[config.mk]
export PLATFORM = sky130hd
export DESIGN_NAME = gps_time_server
export DESIGN_NICKNAME = d
export VERILOG_FILES = /design/src/rtl/ts_pkg.sv /design/src/rtl/ts_rr_arb.sv /design/src/rtl/gps_time_server.sv
export SDC_FILE = /design/constraint.sdc
export NUM_CORES = 1
export LEC_CHECK = 0
export ABC_CLOCK_PERIOD_IN_PS = 3700
export BUFFER_PORTS_ARGS = -buffer_cell sky130_fd_sc_hd__buf_2
export CAP_MARGIN = 20
export CORE_MARGIN = 2
export CORE_UTILIZATION = 25
export CTS_BUF_LIST = sky130_fd_sc_hd__clkbuf_8 sky130_fd_sc_hd__clkbuf_16
export CTS_CLUSTER_SIZE = 30
export DETAILED_ROUTE_END_ITERATION = 8
export PLACE_DENSITY = 0.4
export SYNTH_ARGS = -nofsm -noshare
export SYNTH_HDL_FRONTEND = slang
export SYNTH_HIERARCHICAL = 1
export SYNTH_SLANG_ARGS = --single-unit
[constraint.sdc]
create_clock -name aclk -period 3.7 [get_ports aclk]
set_clock_uncertainty 0.2 [all_clocks]
set_input_delay 0.555 -clock aclk [delete_from_list [all_inputs] [get_ports aclk]]
set_output_delay 0.555 -clock aclk [all_outputs]
set_load 0.01 [all_outputs]
[src/rtl/ts_pkg.sv]
// Shared constants and types for the GPS time server.
// Build option: define TS_FREQ_DISCIPLINE_EN to let PPS error trim the increment.
package ts_pkg;

    // Configuration register addresses (beat0 tdata[3:0])
    localparam logic [3:0] CFG_ADDR_DELTA = 4'd0;
    localparam logic [3:0] CFG_ADDR_LOAD  = 4'd1;
    localparam logic [3:0] CFG_ADDR_CTRL  = 4'd2;

    // Control register layout: bit0 discipline enable, bits[5:1] gain shift
    localparam int unsigned CTRL_W        = 6;
    localparam int unsigned CTRL_DISC_BIT = 0;
    localparam int unsigned CTRL_GAIN_LSB = 1;
    localparam int unsigned CTRL_GAIN_W   = 5;

    typedef enum logic {
        CFG_ADDR = 1'b0,
        CFG_DATA = 1'b1
    } cfg_state_t;

endpackage

[src/rtl/ts_rr_arb.sv]
// Round-robin arbiter: grants the first requester after the last granted one.
module ts_rr_arb
    import ts_pkg::*;
#(
    parameter int unsigned N  = 4,
    parameter int unsigned IW = 2
) (
    input  logic          clk,
    input  logic          rst,
    input  logic [N-1:0]  req,
    input  logic          adv,
    output logic          gnt_valid_c,
    output logic [IW-1:0] gnt_idx_c
);

    logic [IW-1:0] last_q, last_d;

    // Search from last+1 around the ring; the lowest offset wins
    always_comb begin : search
        int          j;
        logic [IW-1:0] idx;
        gnt_valid_c = 1'b0;
        gnt_idx_c   = '0;
        j           = 0;
        idx         = '0;
        for (int k = int'(N); k >= 1; k--) begin
            j = int'(last_q) + k;
            if (j >= int'(N)) j = j - int'(N);
            idx = IW'(j);
            if (req[idx]) begin
                gnt_valid_c = 1'b1;
                gnt_idx_c   = idx;
            end
        end
    end

    // Pointer moves only when a grant is actually taken
    always_comb begin
        last_d = last_q;
        if (adv && gnt_valid_c) last_d = gnt_idx_c;
    end

    // Pointer register; reset so channel 0 is served first
    always_ff @(posedge clk) begin
        if (rst) last_q <= IW'(N - 1);
        else     last_q <= last_d;
    end

endmodule

[src/rtl/gps_time_server.sv]
// GPS time server: free-running {sec,frac} clock, PPS alignment, event capture
// with round-robin timestamp stream. Build option: TS_FREQ_DISCIPLINE_EN.
module gps_time_server
    import ts_pkg::*;
#(
    parameter int unsigned TIME_WIDTH              = 64,
    parameter int unsigned FRAC_WIDTH              = 32,
    parameter int unsigned NUM_EVT                 = 4,
    parameter int unsigned M_AXIS_TIME_TUSER_WIDTH = 2,
    parameter int unsigned DELTA_INIT              = 43
) (
    input  logic                               aclk,
    input  logic                               areset,
    input  logic [31:0]                        s_axis_config_tdata,
    input  logic                               s_axis_config_tvalid,
    output logic                               s_axis_config_tready,
    input  logic                               s_axis_config_tlast,
    input  logic                               pps,
    input  logic [NUM_EVT-1:0]                 evt,
    output logic [TIME_WIDTH-1:0]              m_axis_time_tdata,
    output logic [M_AXIS_TIME_TUSER_WIDTH-1:0] m_axis_time_tuser,
    output logic                               m_axis_time_tvalid,
    input  logic                               m_axis_time_tready,
    output logic                               m_axis_time_tlast,
    output logic [TIME_WIDTH-1:0]              time_now,
    output logic [FRAC_WIDTH-1:0]              pps_err,
    output logic [NUM_EVT-1:0]                 evt_ovf
);

    localparam int unsigned SEC_W = TIME_WIDTH - FRAC_WIDTH;
    localparam int unsigned IDX_W = (NUM_EVT > 1) ? $clog2(NUM_EVT) : 1;
    localparam int unsigned TU_W  = M_AXIS_TIME_TUSER_WIDTH;

    cfg_state_t              state_q, state_d;
    logic [3:0]              addr_q, addr_d;
    logic                    wr_delta_c, wr_load_c, wr_ctrl_c, cfg_beat_c;
    logic                    ready_q;
    logic [SEC_W-1:0]        sec_q, sec_d, load_q, load_d;
    logic [FRAC_WIDTH-1:0]   frac_q, frac_d, delta_q, delta_d, pps_err_q, pps_err_d;
    logic [CTRL_W-1:0]       ctrl_q, ctrl_d;
    logic                    armed_q, armed_d, pps_q, pps_rise_c;
    logic [FRAC_WIDTH:0]     frac_sum_c;
    logic [NUM_EVT-1:0]      evt_q, evt_rise_c, pend_q, pend_d, ovf_q, ovf_d;
    logic [TIME_WIDTH-1:0]   cap_q [NUM_EVT];
    logic [TIME_WIDTH-1:0]   cap_d [NUM_EVT];
    logic                    tvalid_q, tvalid_d, accept_c, load_c, gnt_valid_c;
    logic [TIME_WIDTH-1:0]   tdata_q, tdata_d;
    logic [IDX_W-1:0]        cur_q, cur_d, gnt_idx_c;

`ifdef TS_FREQ_DISCIPLINE_EN
    logic signed [FRAC_WIDTH-1:0] err_s_c;
    logic [CTRL_GAIN_W-1:0]       gain_c;
    assign err_s_c = frac_q;
    assign gain_c  = ctrl_q[CTRL_GAIN_LSB +: CTRL_GAIN_W];
`else
    logic unused_ctrl_c;
    assign unused_ctrl_c = ^ctrl_q;
`endif

    assign cfg_beat_c = s_axis_config_tvalid & ready_q;
    assign pps_rise_c = pps & ~pps_q;
    assign evt_rise_c = evt & ~evt_q;
    assign accept_c   = tvalid_q & m_axis_time_tready;
    assign load_c     = ~tvalid_q | accept_c;

    // Config FSM state register
    always_ff @(posedge aclk) begin
        if (areset) state_q <= CFG_ADDR;
        else        state_q <= state_d;
    end

    // Config FSM next state: tlast on the address beat drops the packet
    always_comb begin
        state_d = state_q;
        if (cfg_beat_c) begin
            case (state_q)
                CFG_ADDR: if (!s_axis_config_tlast) state_d = CFG_DATA;
                CFG_DATA: state_d = CFG_ADDR;
                default:  state_d = CFG_ADDR;
            endcase
        end
    end

    // Config FSM outputs: latch address, decode register write strobes
    always_comb begin
        addr_d     = addr_q;
        wr_delta_c = 1'b0;
        wr_load_c  = 1'b0;
        wr_ctrl_c  = 1'b0;
        if (cfg_beat_c) begin
            case (state_q)
                CFG_ADDR: addr_d = s_axis_config_tdata[3:0];
                CFG_DATA: begin
                    case (addr_q)
                        CFG_ADDR_DELTA: wr_delta_c = 1'b1;
                        CFG_ADDR_LOAD:  wr_load_c  = 1'b1;
                        CFG_ADDR_CTRL:  wr_ctrl_c  = 1'b1;
                        default:        ;
                    endcase
                end
                default: ;
            endcase
        end
    end

    // Timekeeping: accumulate, PPS jam/load, optional discipline, config writes
    always_comb begin
        frac_sum_c = {1'b0, frac_q} + {1'b0, delta_q};
        sec_d      = sec_q;
        frac_d     = frac_sum_c[FRAC_WIDTH-1:0];
        delta_d    = delta_q;
        load_d     = load_q;
        armed_d    = armed_q;
        ctrl_d     = ctrl_q;
        pps_err_d  = pps_err_q;
        if (pps_rise_c) begin
            frac_d    = '0;
            pps_err_d = frac_q;
            if (armed_q) begin
                sec_d   = load_q;
                armed_d = 1'b0;
            end else if (frac_q[FRAC_WIDTH-1]) begin
                sec_d = sec_q + SEC_W'(1);
            end
        end else begin
            sec_d = sec_q + SEC_W'(frac_sum_c[FRAC_WIDTH]);
        end
`ifdef TS_FREQ_DISCIPLINE_EN
        if (pps_rise_c && ctrl_q[CTRL_DISC_BIT]) delta_d = delta_q - FRAC_WIDTH'(err_s_c >>> gain_c);
`endif
        if (wr_delta_c) delta_d = FRAC_WIDTH'(s_axis_config_tdata);
        if (wr_load_c) begin
            load_d  = SEC_W'(s_axis_config_tdata);
            armed_d = 1'b1;
        end
        if (wr_ctrl_c) ctrl_d = CTRL_W'(s_axis_config_tdata);
    end

    // Event capture: accepted beat frees its channel before a new capture is judged
    always_comb begin
        pend_d = pend_q;
        ovf_d  = ovf_q;
        cap_d  = cap_q;
        for (int i = 0; i < int'(NUM_EVT); i++) begin
            if (accept_c && (cur_q == IDX_W'(i))) pend_d[i] = 1'b0;
            if (evt_rise_c[i]) begin
                if (pend_d[i]) begin
                    ovf_d[i] = 1'b1;
                end else begin
                    pend_d[i] = 1'b1;
                    cap_d[i]  = {sec_q, frac_q};
                end
            end
        end
    end

    ts_rr_arb #(
        .N  (NUM_EVT),
        .IW (IDX_W)
    ) u_arb (
        .clk         (aclk),
        .rst         (areset),
        .req         (pend_d),
        .adv         (load_c),
        .gnt_valid_c (gnt_valid_c),
        .gnt_idx_c   (gnt_idx_c)
    );

    // Output register reloads only when empty or its beat is being taken
    always_comb begin
        tvalid_d = tvalid_q;
        tdata_d  = tdata_q;
        cur_d    = cur_q;
        if (load_c) begin
            tvalid_d = gnt_valid_c;
            if (gnt_valid_c) begin
                tdata_d = cap_d[gnt_idx_c];
                cur_d   = gnt_idx_c;
            end
        end
    end

    // State registers
    always_ff @(posedge aclk) begin
        if (areset) begin
            ready_q   <= 1'b0;
            addr_q    <= '0;
            sec_q     <= '0;
            frac_q    <= '0;
            delta_q   <= FRAC_WIDTH'(DELTA_INIT);
            load_q    <= '0;
            armed_q   <= 1'b0;
            ctrl_q    <= '0;
            pps_q     <= 1'b0;
            pps_err_q <= '0;
            evt_q     <= '0;
            pend_q    <= '0;
            ovf_q     <= '0;
            tvalid_q  <= 1'b0;
            tdata_q   <= '0;
            cur_q     <= '0;
            for (int i = 0; i < int'(NUM_EVT); i++) cap_q[i] <= '0;
        end else begin
            ready_q   <= 1'b1;
            addr_q    <= addr_d;
            sec_q     <= sec_d;
            frac_q    <= frac_d;
            delta_q   <= delta_d;
            load_q    <= load_d;
            armed_q   <= armed_d;
            ctrl_q    <= ctrl_d;
            pps_q     <= pps;
            pps_err_q <= pps_err_d;
            evt_q     <= evt;
            pend_q    <= pend_d;
            ovf_q     <= ovf_d;
            tvalid_q  <= tvalid_d;
            tdata_q   <= tdata_d;
            cur_q     <= cur_d;
            for (int i = 0; i < int'(NUM_EVT); i++) cap_q[i] <= cap_d[i];
        end
    end

    assign s_axis_config_tready = ready_q;
    assign time_now             = {sec_q, frac_q};
    assign pps_err              = pps_err_q;
    assign evt_ovf              = ovf_q;
    assign m_axis_time_tvalid   = tvalid_q;
    assign m_axis_time_tdata    = tdata_q;
    assign m_axis_time_tuser    = TU_W'(cur_q);
    assign m_axis_time_tlast    = 1'b1;

endmodule

**After elaboration in Yosys (flattened, before gate mapping)**

Cells that the tools add are included.

- Register bits after elaboration: 505
- Input bits: 42

- $add $sub $neg: 11
- Order comparisons: 9
- Equal/unequal tests: 5
- Multiplexer cells: 53
- Bitwise gates (word level): 10
- Reduce and logical (&&, ||, !) cells: 15

Operators by type and width:

| cell | count |
|---|---|
| 64-bit two-way mux | 10 |
| 64-bit binary-select mux with 2-bit select | 1 |
| 32-bit two-way mux | 3 |
| 32-bit by 32-bit adder with 33-bit output | 1 |
| 32-bit by 1-bit adder with 32-bit output | 1 |
| 32-bit by 1-bit adder with 32-bit output, second input constant | 1 |
| 1-bit two-way mux | 26 |
| 2-bit two-way mux | 8 |
| 3-bit greater-or-equal comparator, second input constant | 4 |
| 2-bit by 3-bit < comparator with 1-bit output, second input constant | 4 |
| 2-bit AND reduction | 6 |
| 1-bit binary-select mux with 2-bit select | 4 |
| 2-bit by 1-bit subtractor with 2-bit output, second input constant | 4 |
| 2-bit by 2-bit adder with 3-bit output, second input constant | 2 |
| 1-bit logical AND | 5 |
| 2-bit by 3-bit adder with 4-bit output, second input constant | 1 |
| 4-bit bitwise AND | 1 |
| 2-bit equality test, second input constant | 2 |
| 4-bit by 1-bit equality test with 1-bit output, second input constant | 1 |
| 4-bit by 3-bit greater-or-equal comparator with 1-bit output, second input constant | 1 |
| 4-bit logical NOT | 1 |
| 4-bit inverter | 1 |
| 2-bit by 1-bit adder with 3-bit output, second input constant | 1 |
| 1-bit bitwise AND | 3 |
| other kinds (9) | 11 |

**Depth between registers and ports, before layout**

Gate-level depths: netlist of run 1.

- Depth in word-level cells: 14
- Mapped depth: 19
- Depth with buffers taken out: 18

**By module**

Netlist of run 1, hierarchy kept.

By module, submodules not included:

| module | instances | cells each | area each (um2) | seq. area each (um2) |
|---|---|---|---|---|
| gps_time_server | 1 | 2,746 | 22,574.2 | 10,069.7 |
| ts_rr_arb | 1 | 22 | 185.2 | 40.0 |

**Worst setup path after synthesis of run 1**

Ideal clock, no wire load.

- Path kind: reg2reg
- Start: register frac_q[17]
- End: register sec_q[30]
- Library setup time: 0.128 ns
- Arrival time: 3.549 ns
- Data required time: 3.372 ns
- Slack: -0.176 ns
- Cell stages (with the launch flop): 20
- Buffers on the path: 2
- Period minus slack after synthesis: 3.876 ns
- Cells stage by stage: dfxtp_1 ha_1 clkbuf_1 a21oi_1 o21ai_0 a32o_1 nor3_1 a21oi_1 nand3_1 a21oi_1 ha_1 ha_1 and3_1 buf_1 nand2_1 nor2_1 nand4_1 a21o_1 a221oi_1 nor2_1

- Word-level cells in the longest chain between the ends: 3

RTL lines:

| item | RTL line | source |
|---|---|---|
| from (decl) | gps_time_server.sv:39 | `logic [FRAC_WIDTH-1:0] frac_q, frac_d, delta_q, delta_d, pps_err_q, pps_err_d;` |
| from (signal assigned) | gps_time_server.sv:207 | `frac_q <= frac_d;` |
| 32-bit by 32-bit adder with 33-bit output | gps_time_server.sv:108 | `frac_sum_c = {1'b0, frac_q} + {1'b0, delta_q};` |
| 32-bit by 1-bit adder with 32-bit output | gps_time_server.sv:126 | `sec_d = sec_q + SEC_W'(frac_sum_c[FRAC_WIDTH]);` |
| 32-bit two-way mux | gps_time_server.sv:116 | `if (pps_rise_c) begin` |
| to (signal assigned) | gps_time_server.sv:188 | `sec_q <= '0;` |
| to (signal assigned) | gps_time_server.sv:206 | `sec_q <= sec_d;` |
| to (decl) | gps_time_server.sv:38 | `logic [SEC_W-1:0] sec_q, sec_d, load_q, load_d;` |

Every way passes these cells.
A chain may end at the register's enable or synchronous reset.

**Final worst setup path of run 1**

- Start: register frac_q[17]
- End: register sec_q[22]

Same word-level chain as after synthesis.

==> results of run 1 <==
-- through the flow --
step	hold WS [ns]	setup slack [ns]	setup TNS, ns	cell area (um^2)
floorplan	0.231	0.000529	0	22800
global placement	0.241	-0.324	-4.06	26200
detailed placement	0.243	-0.327	-4.94	26200
CTS	0.000533	-0.0254	-0.0864	28700
global route	0.0142	-0.298	-3.84	28900
finish	0.0436	-0.0951	-0.455	28900
-- registers in the layout (all words and copies together), names as in the netlist, 2 cells and up --
| signal | cells |
|---|---|
| load_q | 32 |
| pend_q | 4 |
| evt_ovf | 4 |
| pps_err | 32 |
| frac_q | 32 |
| evt_q | 4 |
| cap_q | 256 |
| m_axis_time_tdata | 64 |
| addr_q | 4 |
| delta_q | 32 |
| sec_q | 32 |
| u_arb/last_q | 2 |
| m_axis_time_tuser | 2 |
-- metal layers --
metal / share of wire (%) / vias up
met5: 0 / -
met4: 3.2 / 0
met3: 4.7 / 141
met2: 48 / 595
met1: 44 / 10600
li1: - / 10200
-- final timing paths --
check / start / endpoint / cells after the start
setup / recovery: frac_q[17] / sec_q[22] / 19
hold / removal: s_axis_config_tdata[9] / load_q[9] / 3
setup reg to reg: frac_q[17] / sec_q[22] / 19
hold reg to reg: cap_q[166] / cap_q[166] / 2
-- layout make-up --
cell class                      instances  area [um^2]  share of cell area (%)
Antenna cell                            1         2.50                 0.00866
Clock buffer                           76         1730                    5.99
Clock inverter                         36          358                    1.24
Inverter                               15         56.3                   0.195
Multi-Input combinational cell       2027        12100                    41.8
Sequential cell                       505        10100                    35.0
Tap cell                             1176         1470                    5.09
Timing Repair Buffer                  448         3080                    10.7
-- power by group --
part / internal, W / total [W] / switching (W) / leakage [nW]
Clock: 0.00360 / 0.00617 / 0.00258 / 1.07
Sequential: 0.00562 / 0.00578 / 0.000151 / 4.09
Combinational: 0.000754 / 0.00218 / 0.00142 / 6.36
-- placed cells by master (no fill, tap or decap), types with 9 or more instances in the layout --
| master | instances |
|---|---|
| sky130_fd_sc_hd__o21ai_0 | 87 |
| sky130_fd_sc_hd__clkbuf_16 | 61 |
| sky130_fd_sc_hd__nand2b_1 | 16 |
| sky130_fd_sc_hd__nand4_1 | 21 |
| sky130_fd_sc_hd__dfxtp_1 | 499 |
| sky130_fd_sc_hd__and2_1 | 32 |
| sky130_fd_sc_hd__a22oi_1 | 22 |
| sky130_fd_sc_hd__o221ai_1 | 21 |
| sky130_fd_sc_hd__mux4_2 | 16 |
| sky130_fd_sc_hd__a31oi_1 | 23 |
| sky130_fd_sc_hd__a21oi_1 | 321 |
| sky130_fd_sc_hd__nand3_1 | 35 |
| sky130_fd_sc_hd__inv_1 | 20 |
| sky130_fd_sc_hd__o211ai_1 | 18 |
| sky130_fd_sc_hd__xnor2_1 | 22 |
| sky130_fd_sc_hd__nor3_1 | 33 |
| sky130_fd_sc_hd__a21o_1 | 9 |
| sky130_fd_sc_hd__clkbuf_8 | 15 |
| sky130_fd_sc_hd__buf_4 | 195 |
| sky130_fd_sc_hd__buf_12 | 12 |
| sky130_fd_sc_hd__and3_1 | 12 |
| sky130_fd_sc_hd__ha_1 | 29 |
| sky130_fd_sc_hd__mux2_2 | 21 |
| sky130_fd_sc_hd__buf_2 | 208 |
| sky130_fd_sc_hd__xor2_1 | 20 |
| sky130_fd_sc_hd__nand2_1 | 518 |
| sky130_fd_sc_hd__a211oi_1 | 28 |
| sky130_fd_sc_hd__dlygate4sd3_1 | 31 |
| sky130_fd_sc_hd__nor2_1 | 296 |
| sky130_fd_sc_hd__or3_1 | 20 |
| sky130_fd_sc_hd__o21ai_1 | 12 |
| sky130_fd_sc_hd__o22ai_1 | 53 |
| sky130_fd_sc_hd__o21a_1 | 20 |
| sky130_fd_sc_hd__clkinv_2 | 12 |
| sky130_fd_sc_hd__mux2i_1 | 158 |
-- cell families (layout without fill, tap and decap cells) --
family | after synthesis | in the layout
adders and majority gates | 37 | 37
buffers and inverters | 236 | 575
xor gates and xnor gates | 42 | 42
DFF | 505 | 505
AOI/OAI and AO/OA | 702 | 702
muxes | 195 | 195
other | 1 | 2
and+or+nand+nor | 1050 | 1050
-- repair_timing --
action                                  in CTS  in global routing
hold buffers                                31                  0
resized for setup                           31                 42
hold endpoints to repair                    41                  0
pin swaps                                   30                 30
endpoints found under the setup margin      28                 29
buffers inserted                             4                  3
-- worst max-delay path, delay by kind of cell, from the launching register on --
kind | cells | cell delay, ns
AO/OA/AOI/OAI | 7 | 1.16
adder cells (fa/ha/maj) | 3 | 0.58
buffers and inverters | 2 | 0.25
flip-flops | 1 | 0.31
AND/OR/NAND/NOR | 7 | 1.20
-- Yosys cell counts, drive strengths merged (33+ instances only) --
master / number
nor3: 39
buf: 46
o21ai: 105
nand3: 38
ha: 36
dfxtp: 505
mux2i: 158
o22ai: 54
a21oi: 331
and2: 33
nor2: 301
nand2: 519
clkbuf: 175
==> reports/results.txt, run 1 <==
Dominant combinational cell family by area after synthesis: simple AND/OR/NAND/NOR gates
Layer with the highest usage: met2
Async set or reset register ratio after synthesis: 0%
Crit. End Element: flip-flop
Placed wire-length estimate after detailed placement: 63800 um
Die boundary width: 306 um
Flip-flop and latch count after synthesis: 505
Min setup slack post-route: -0.0951 ns
Cell variety after synth: 83
Post-layout utilization of the core: 32.1%
Number of vias after detailed routing: 21.6k
Final non-filler cell total: 4284
Worst reg-to-reg setup slack: -0.1 ns
Layout area overhead: 27.0%
Clock Root Buffer: sky130_fd_sc_hd__clkbuf_16
Outcome: finished with violations
Worst slew slack as a fraction of its limit: 28.6%
Share of the synthesized area in the top cell type: 44.4%
RSZ-0062 raised after global routing: true
Power per cell area: 489 mW/mm^2
Number of endpoints with negative hold slack in the final report: 0
Shortest clock period the worst path allows after layout: 3.80 ns
Residual DRC: 0
Global route total overflow: 0
Pin count of the biggest net entering global routing: 95
Adder-Cell Fraction of Synth Area: 2.07%
Filler Cells Inserted: 9503
Worst Hold Class: primary input to flip-flop
Total wire length after detailed routing: 92400 um
Tot Pwr: 0.0141 W
Number of vias per cell after detailed routing: 5.04
Startpoint class of the critical path: flip-flop
Simple-gate portion of the synthesized area: 19.7%
Number of slew-limit violations in the final report: 0
Met1 layer usage reported by global route: 24.7%
Count of final setup violators: 9
DR pass1 iterations: 7
Largest driver fanout on the critical path: 4
TritonCTS clock tree: yes
Post-synthesis mux area share: 9.57%
Violated checks: setup timing
Max frequency: 264 MHz
Cells along the critical path: ha_1 > buf_4 > a21oi_1 > o21ai_1 > a32o_1 > nor3_2 > a21oi_4 > nand3_2 > a21oi_4 > buf_6 > ha_4 > ha_4 > and3_4 > nand4_1 > nor2_4 > a31oi_1 > nor3_1 > o22ai_1 > nor3_1
Placer's final routability congestion estimate: 0.868
FP Rows: 110
GRT met2 Usage: 33.0%
Dominant cells by area after synthesis: sky130_fd_sc_hd__dfxtp_1 (44%), sky130_fd_sc_hd__nand2_1 (8.6%), sky130_fd_sc_hd__a21oi_1 (7.3%), sky130_fd_sc_hd__mux2i_1 (6.9%), sky130_fd_sc_hd__nor2_1 (4.9%)
Deepest level of the CTS H-tree: 2
Via count of the first global-routing pass: 21.5k
Proportion of synthesized chip area in sequential cells: 44.4%
Initial core utilization: 25.2%
Vertical die dimension: 306 um
Source-to-sink clock delay at the later pin of the worst-skew pair: 0.66 ns
Met3 Usage GRT: 2.55%
Worst ir drop on vdd: 419 uV
Area of the die: 0.0935 mm^2
Port-buffer cells: 209
Antenna violations before repair: 2
Required arrival time at the worst endpoint: 4.06 ns
Clk slew on worst S/H paths: 0.06 ns
Post-synthesis net count: 2847
Drt wl/cell: 21.6 um
Global-route wire length before repair: 137000 um
Worst path max stage delay: 0.32 ns
Maximum buffer depth of the clock tree: 3
Total global routing track utilization: 19.2%
NumNets Final: 3137
Slowest stage cell on the critical path: sky130_fd_sc_hd__ha_1
Number of enable flip-flop cells after synthesis: 0
Violation count after the first detailed-route iteration: 1330
Clock Sink Count: 505
Number of buffers created by CTS: 61
Avg Synthesized Cell Area: 8.22 um^2
Maximum capacitance violations: 0
Inst Count DP: 4133
Most used DFF post-synth: sky130_fd_sc_hd__dfxtp_1
Static leakage: 11.5 nW
Number of instances in the synthesized netlist: 2768
Top-level port count: 211
Mapped cell area: 0.0228 mm^2
Core ar.: 0.0901 mm^2
Transition time at the pin with the least slew margin: 1.07 ns
Share of the synthesized netlist area taken by xor and xnor gates: 1.62%
Post-route fraction of the period consumed by the critical path: 103%
Total number of yosys warnings: 6
Antenna-violating nets left: 0
Largest area contributor in the synthesized netlist: sky130_fd_sc_hd__dfxtp_1
Data arrival at the endpoint of the critical path: 4.16 ns
Compound-cell area share of the yosys netlist: 18.5%
Category of the most critical setup path: flip-flop to flip-flop
Share of cells above drive strength 1: 20.7%
(Power assumes the default switching activity.)
==> run 2, diff against run 1 <==
--- a/config.mk
+++ b/config.mk
@@ -14,6 +14,7 @@
 export CTS_CLUSTER_SIZE = 30
 export DETAILED_ROUTE_END_ITERATION = 8
 export PLACE_DENSITY = 0.4
+export SLEW_MARGIN = 40
 export SYNTH_ARGS = -nofsm -noshare
 export SYNTH_HDL_FRONTEND = slang
 export SYNTH_HIERARCHICAL = 1
==> constraint.sdc (replaced) <==
create_clock -name aclk -period 3.7 [get_ports aclk]
set_clock_uncertainty 0.2 [all_clocks]
set_input_delay 0.185 -clock aclk [delete_from_list [all_inputs] [get_ports aclk]]
set_output_delay 0.185 -clock aclk [all_outputs]
set_load 0.01 [all_outputs]
==> reports/results.txt, run 2 (synthesized netlist as in run 1, its figures left out) <==
Initial core utilization: 25.2% (unchanged)
Port-buffer cells: 209 (unchanged)
Antenna-violating nets left: 0 (unchanged)
FF-to-FF End: sec_q[8]
Buf+Inv Stages, Crit Path: 3 (+1)
Switching power summed over all nets: 0.00400 W (-3.7%)
Hold path depth: 3 (unchanged)
Flip-flop count of the largest register after layout: 256 (unchanged)
Crit. End Element: flip-flop
Static leakage: 11.5 nW (+0.24%)
Most frequent cells in the layout: sky130_fd_sc_hd__nand2_1 (517), sky130_fd_sc_hd__dfxtp_1 (499), sky130_fd_sc_hd__a21oi_1 (321)
Placed wire-length estimate after detailed placement: 62200 um (-2.6%)
NumNets Final: 3148 (+0.35%)
Category of the most critical setup path: flip-flop to flip-flop
Worst reg-to-reg setup slack: -0.03 ns (+0.06 ns)
Drt wl/cell: 21.0 um (-2.7%)
Number of slew-limit violations in the final report: 0 (unchanged)
Worst slew slack as a fraction of its limit: 47.1% (+19 points)
Total wire length after detailed routing: 90000 um (-2.5%)
Layout area overhead: 27.2%
Core ar.: 0.0901 mm^2 (unchanged)
Residual DRC: 1 (+1)
Source-to-sink clock delay at the later pin of the worst-skew pair: 0.64 ns (-0.02 ns)
Clk slew on worst S/H paths: 0.06 ns (about the same)
Layer with the highest usage: met2
Number of endpoints with negative hold slack in the final report: 0 (unchanged)
Vertical die dimension: 306 um (unchanged)
Clock Sink Count: 505 (unchanged)
Post-route fraction of the period consumed by the critical path: 101% (-1.6 points)
Slowest stage cell on the critical path: sky130_fd_sc_hd__or4b_2
Maximum buffer depth of the clock tree: 3 (unchanged)
DR pass1 iterations: 9 (+2)
Worst Hold Class: primary input to flip-flop
Total global routing track utilization: 18.8% (-0.38 points)
N_diodes: 0 (-1)
Min setup slack post-route: -0.0346 ns (+0.0605 ns)
Critical R2R Launch: frac_q[9]
FP Rows: 110 (unchanged)
Largest driver fanout on the critical path: 5 (+1)
Area of the die: 0.0935 mm^2 (unchanged)
Share of cells above drive strength 1: 20.3% (-0.39 points)
Deepest level of the CTS H-tree: 2 (unchanged)
Worst path max stage delay: 0.61 ns (+0.29 ns)
Startpoint of the worst hold path: pps
Cell occurring most often along the worst timing path: sky130_fd_sc_hd__ha_4
Pin count of the biggest net entering global routing: 142 (+49%)
Kind of cell with the highest combined delay on the critical path: simple AND/OR/NAND/NOR gates
Combinational group share of total power: 15.7% (+0.3 points)
Clock Root Buffer: sky130_fd_sc_hd__clkbuf_16
Global route total overflow: 0 (unchanged)
Antenna violations before repair: 0 (-2)
Sequential cell fraction of total power: 41.9% (+1.0 points)
Worst hold path endpoint: pps_q
Number of vias per cell after detailed routing: 4.98 (-1.2%)
Shortest clock period the worst path allows after layout: 3.73 ns (-0.0605 ns)
Sw Ratio: 29.0% (-0.36 points)
Data arrival at the endpoint of the critical path: 4.09 ns (-0.07 ns)
Met3 Usage GRT: 2.32% (-0.23 points)
Top register by number of flip-flops: cap_q
Count of final setup violators: 3 (-6)
Transition time at the pin with the least slew margin: 0.787 ns (-0.285 ns)
Number of vias after detailed routing: 21.4k (-1.0%)
Startpoint class of the critical path: flip-flop
Maximum capacitance violations: 0 (unchanged)
Placer's final routability congestion estimate: 0.868 (about the same)
Setup TNS Final: -0.0777 ns (+0.377 ns)
Inst Count DP: 4128 (-0.12%)
Internal power component: 0.00978 W (-2.0%)
Die boundary width: 306 um (unchanged)
Cells along the critical path: ha_4 > nand4_1 > o221ai_2 > a31o_2 > o211ai_1 > buf_4 > a21oi_4 > nand3_2 > a21oi_4 > buf_6 > ha_4 > ha_4 > and3_4 > nand2_2 > buf_4 > or4b_2 > a31oi_1
Worst ir drop on vdd: 350 uV (-16%)
Outcome: finished with violations
Max frequency: 268 MHz (+1.6%)
GRT met2 Usage: 32.2% (-0.83 points)
Top-level port count: 211 (unchanged)
Met1 layer usage reported by global route: 24.6% (-0.048 points)
Share of total power in the clock network: 42.4% (-1.3 points)
Violation count after the first detailed-route iteration: 1336 (+0.45%)
Power per cell area: 476 mW/mm^2 (-2.6%)
RSZ-0062 raised after global routing: true
Global-route wire length before repair: 135000 um (-1.5%)
Final non-filler cell total: 4294 (+0.23%)
Via count of the first global-routing pass: 21.4k (-0.59%)
Number of buffers created by CTS: 60 (-1.6%)
Required arrival time at the worst endpoint: 4.06 ns (about the same)
TritonCTS clock tree: yes
Cell depth of the worst flop-to-flop path: 17 (-2)
Commonest non-fill, non-tap cell in the layout: sky130_fd_sc_hd__nand2_1
Total number of cells along the worst setup path: 17 (-2)
Violated checks: DRC, setup timing
[run 2: changes by cell type in the layout (fill, tap and decap cells not counted), moves of 3 or more]
cell,before,now
sky130_fd_sc_hd__inv_1,20,30
sky130_fd_sc_hd__clkinv_2,12,8
sky130_fd_sc_hd__o21ai_2,6,2
sky130_fd_sc_hd__buf_4,195,191
sky130_fd_sc_hd__dlygate4sd3_1,31,46
sky130_fd_sc_hd__clkinv_4,5,1
sky130_fd_sc_hd__clkbuf_8,15,12
sky130_fd_sc_hd__o21ai_0,87,90
sky130_fd_sc_hd__clkinvlp_4,2,5
[run 2: area by class of cell]
class	count	area [um^2]
flip-flops and latches	505	10100
inverters	15	56.3
well taps	1176	1470
clock buffers	72	1670
clock inverters	39	298
multi-input cells	2027	12100
repair buffers	460	3210
fillers	9463	61200
[run 2: worst max-delay path by stage]
| stage | start | to | slack, ns |
|---|---|---|---|
| 2_1_floorplan | frac_q[14] | sec_q[18] | 0.0005 |
| 3_3_place_gp | delta_q[0] | sec_q[24] | -0.31 |
| 3_5_place_dp | delta_q[0] | sec_q[18] | -0.34 |
| 4_1_cts | delta_q[0] | sec_q[22] | -0.05 |
| 5_1_grt | frac_q[17] | sec_q[16] | -0.25 |
| 6_report | frac_q[9] | sec_q[8] | -0.03 |
[run 2: power groups by stage]
stage	clock, W	sequential, W	combinational [W]
CTS	0.00605	0.00578	0.00218
global route	0.00626	0.00580	0.00235
floorplan	0	0.00591	0.00112
detailed placement	0	0.00590	0.00213
finish	0.00584	0.00578	0.00216
global placement	0	0.00589	0.00211
[run 2: metrics by stage]
step	hold WS (ns)	worst slack, ns	utilization [%]	total power [W]	instance area [um^2]
2_1_floorplan	0.109	0.000529	-	0.00703	22800
3_3_place_gp	0.221	-0.308	28.9	0.00800	26100
3_5_place_dp	0.224	-0.335	29.0	0.00803	26100
4_1_cts	0.108	-0.0546	31.8	0.0140	28700
5_1_grt	0.170	-0.251	32.1	0.0144	29000
6_report	0.148	-0.0346	32.1	0.0138	29000
[run 2: timing repair]
action,CTS,global route
resized for setup,24,48
buffers inserted,2,7
hold endpoints to repair,121,0
hold buffers,46,0
pin swaps,22,33
setup endpoints to repair,25,27
[run 2: per-layer routing]
metal	up-vias	wire [um]
li1	10300	-
met1	10400	40600
met2	581	43000
met3	135	3780
met4	0	2680
met5	-	0
[run 2: worst reg2reg max path: cells and delay by family, from the launching register on]
family,cells,cell delay [ns]
buf+inv,3,0.45
fa+ha+maj,3,0.55
simple gates,5,1.20
compound gates,6,0.92
flops,1,0.34
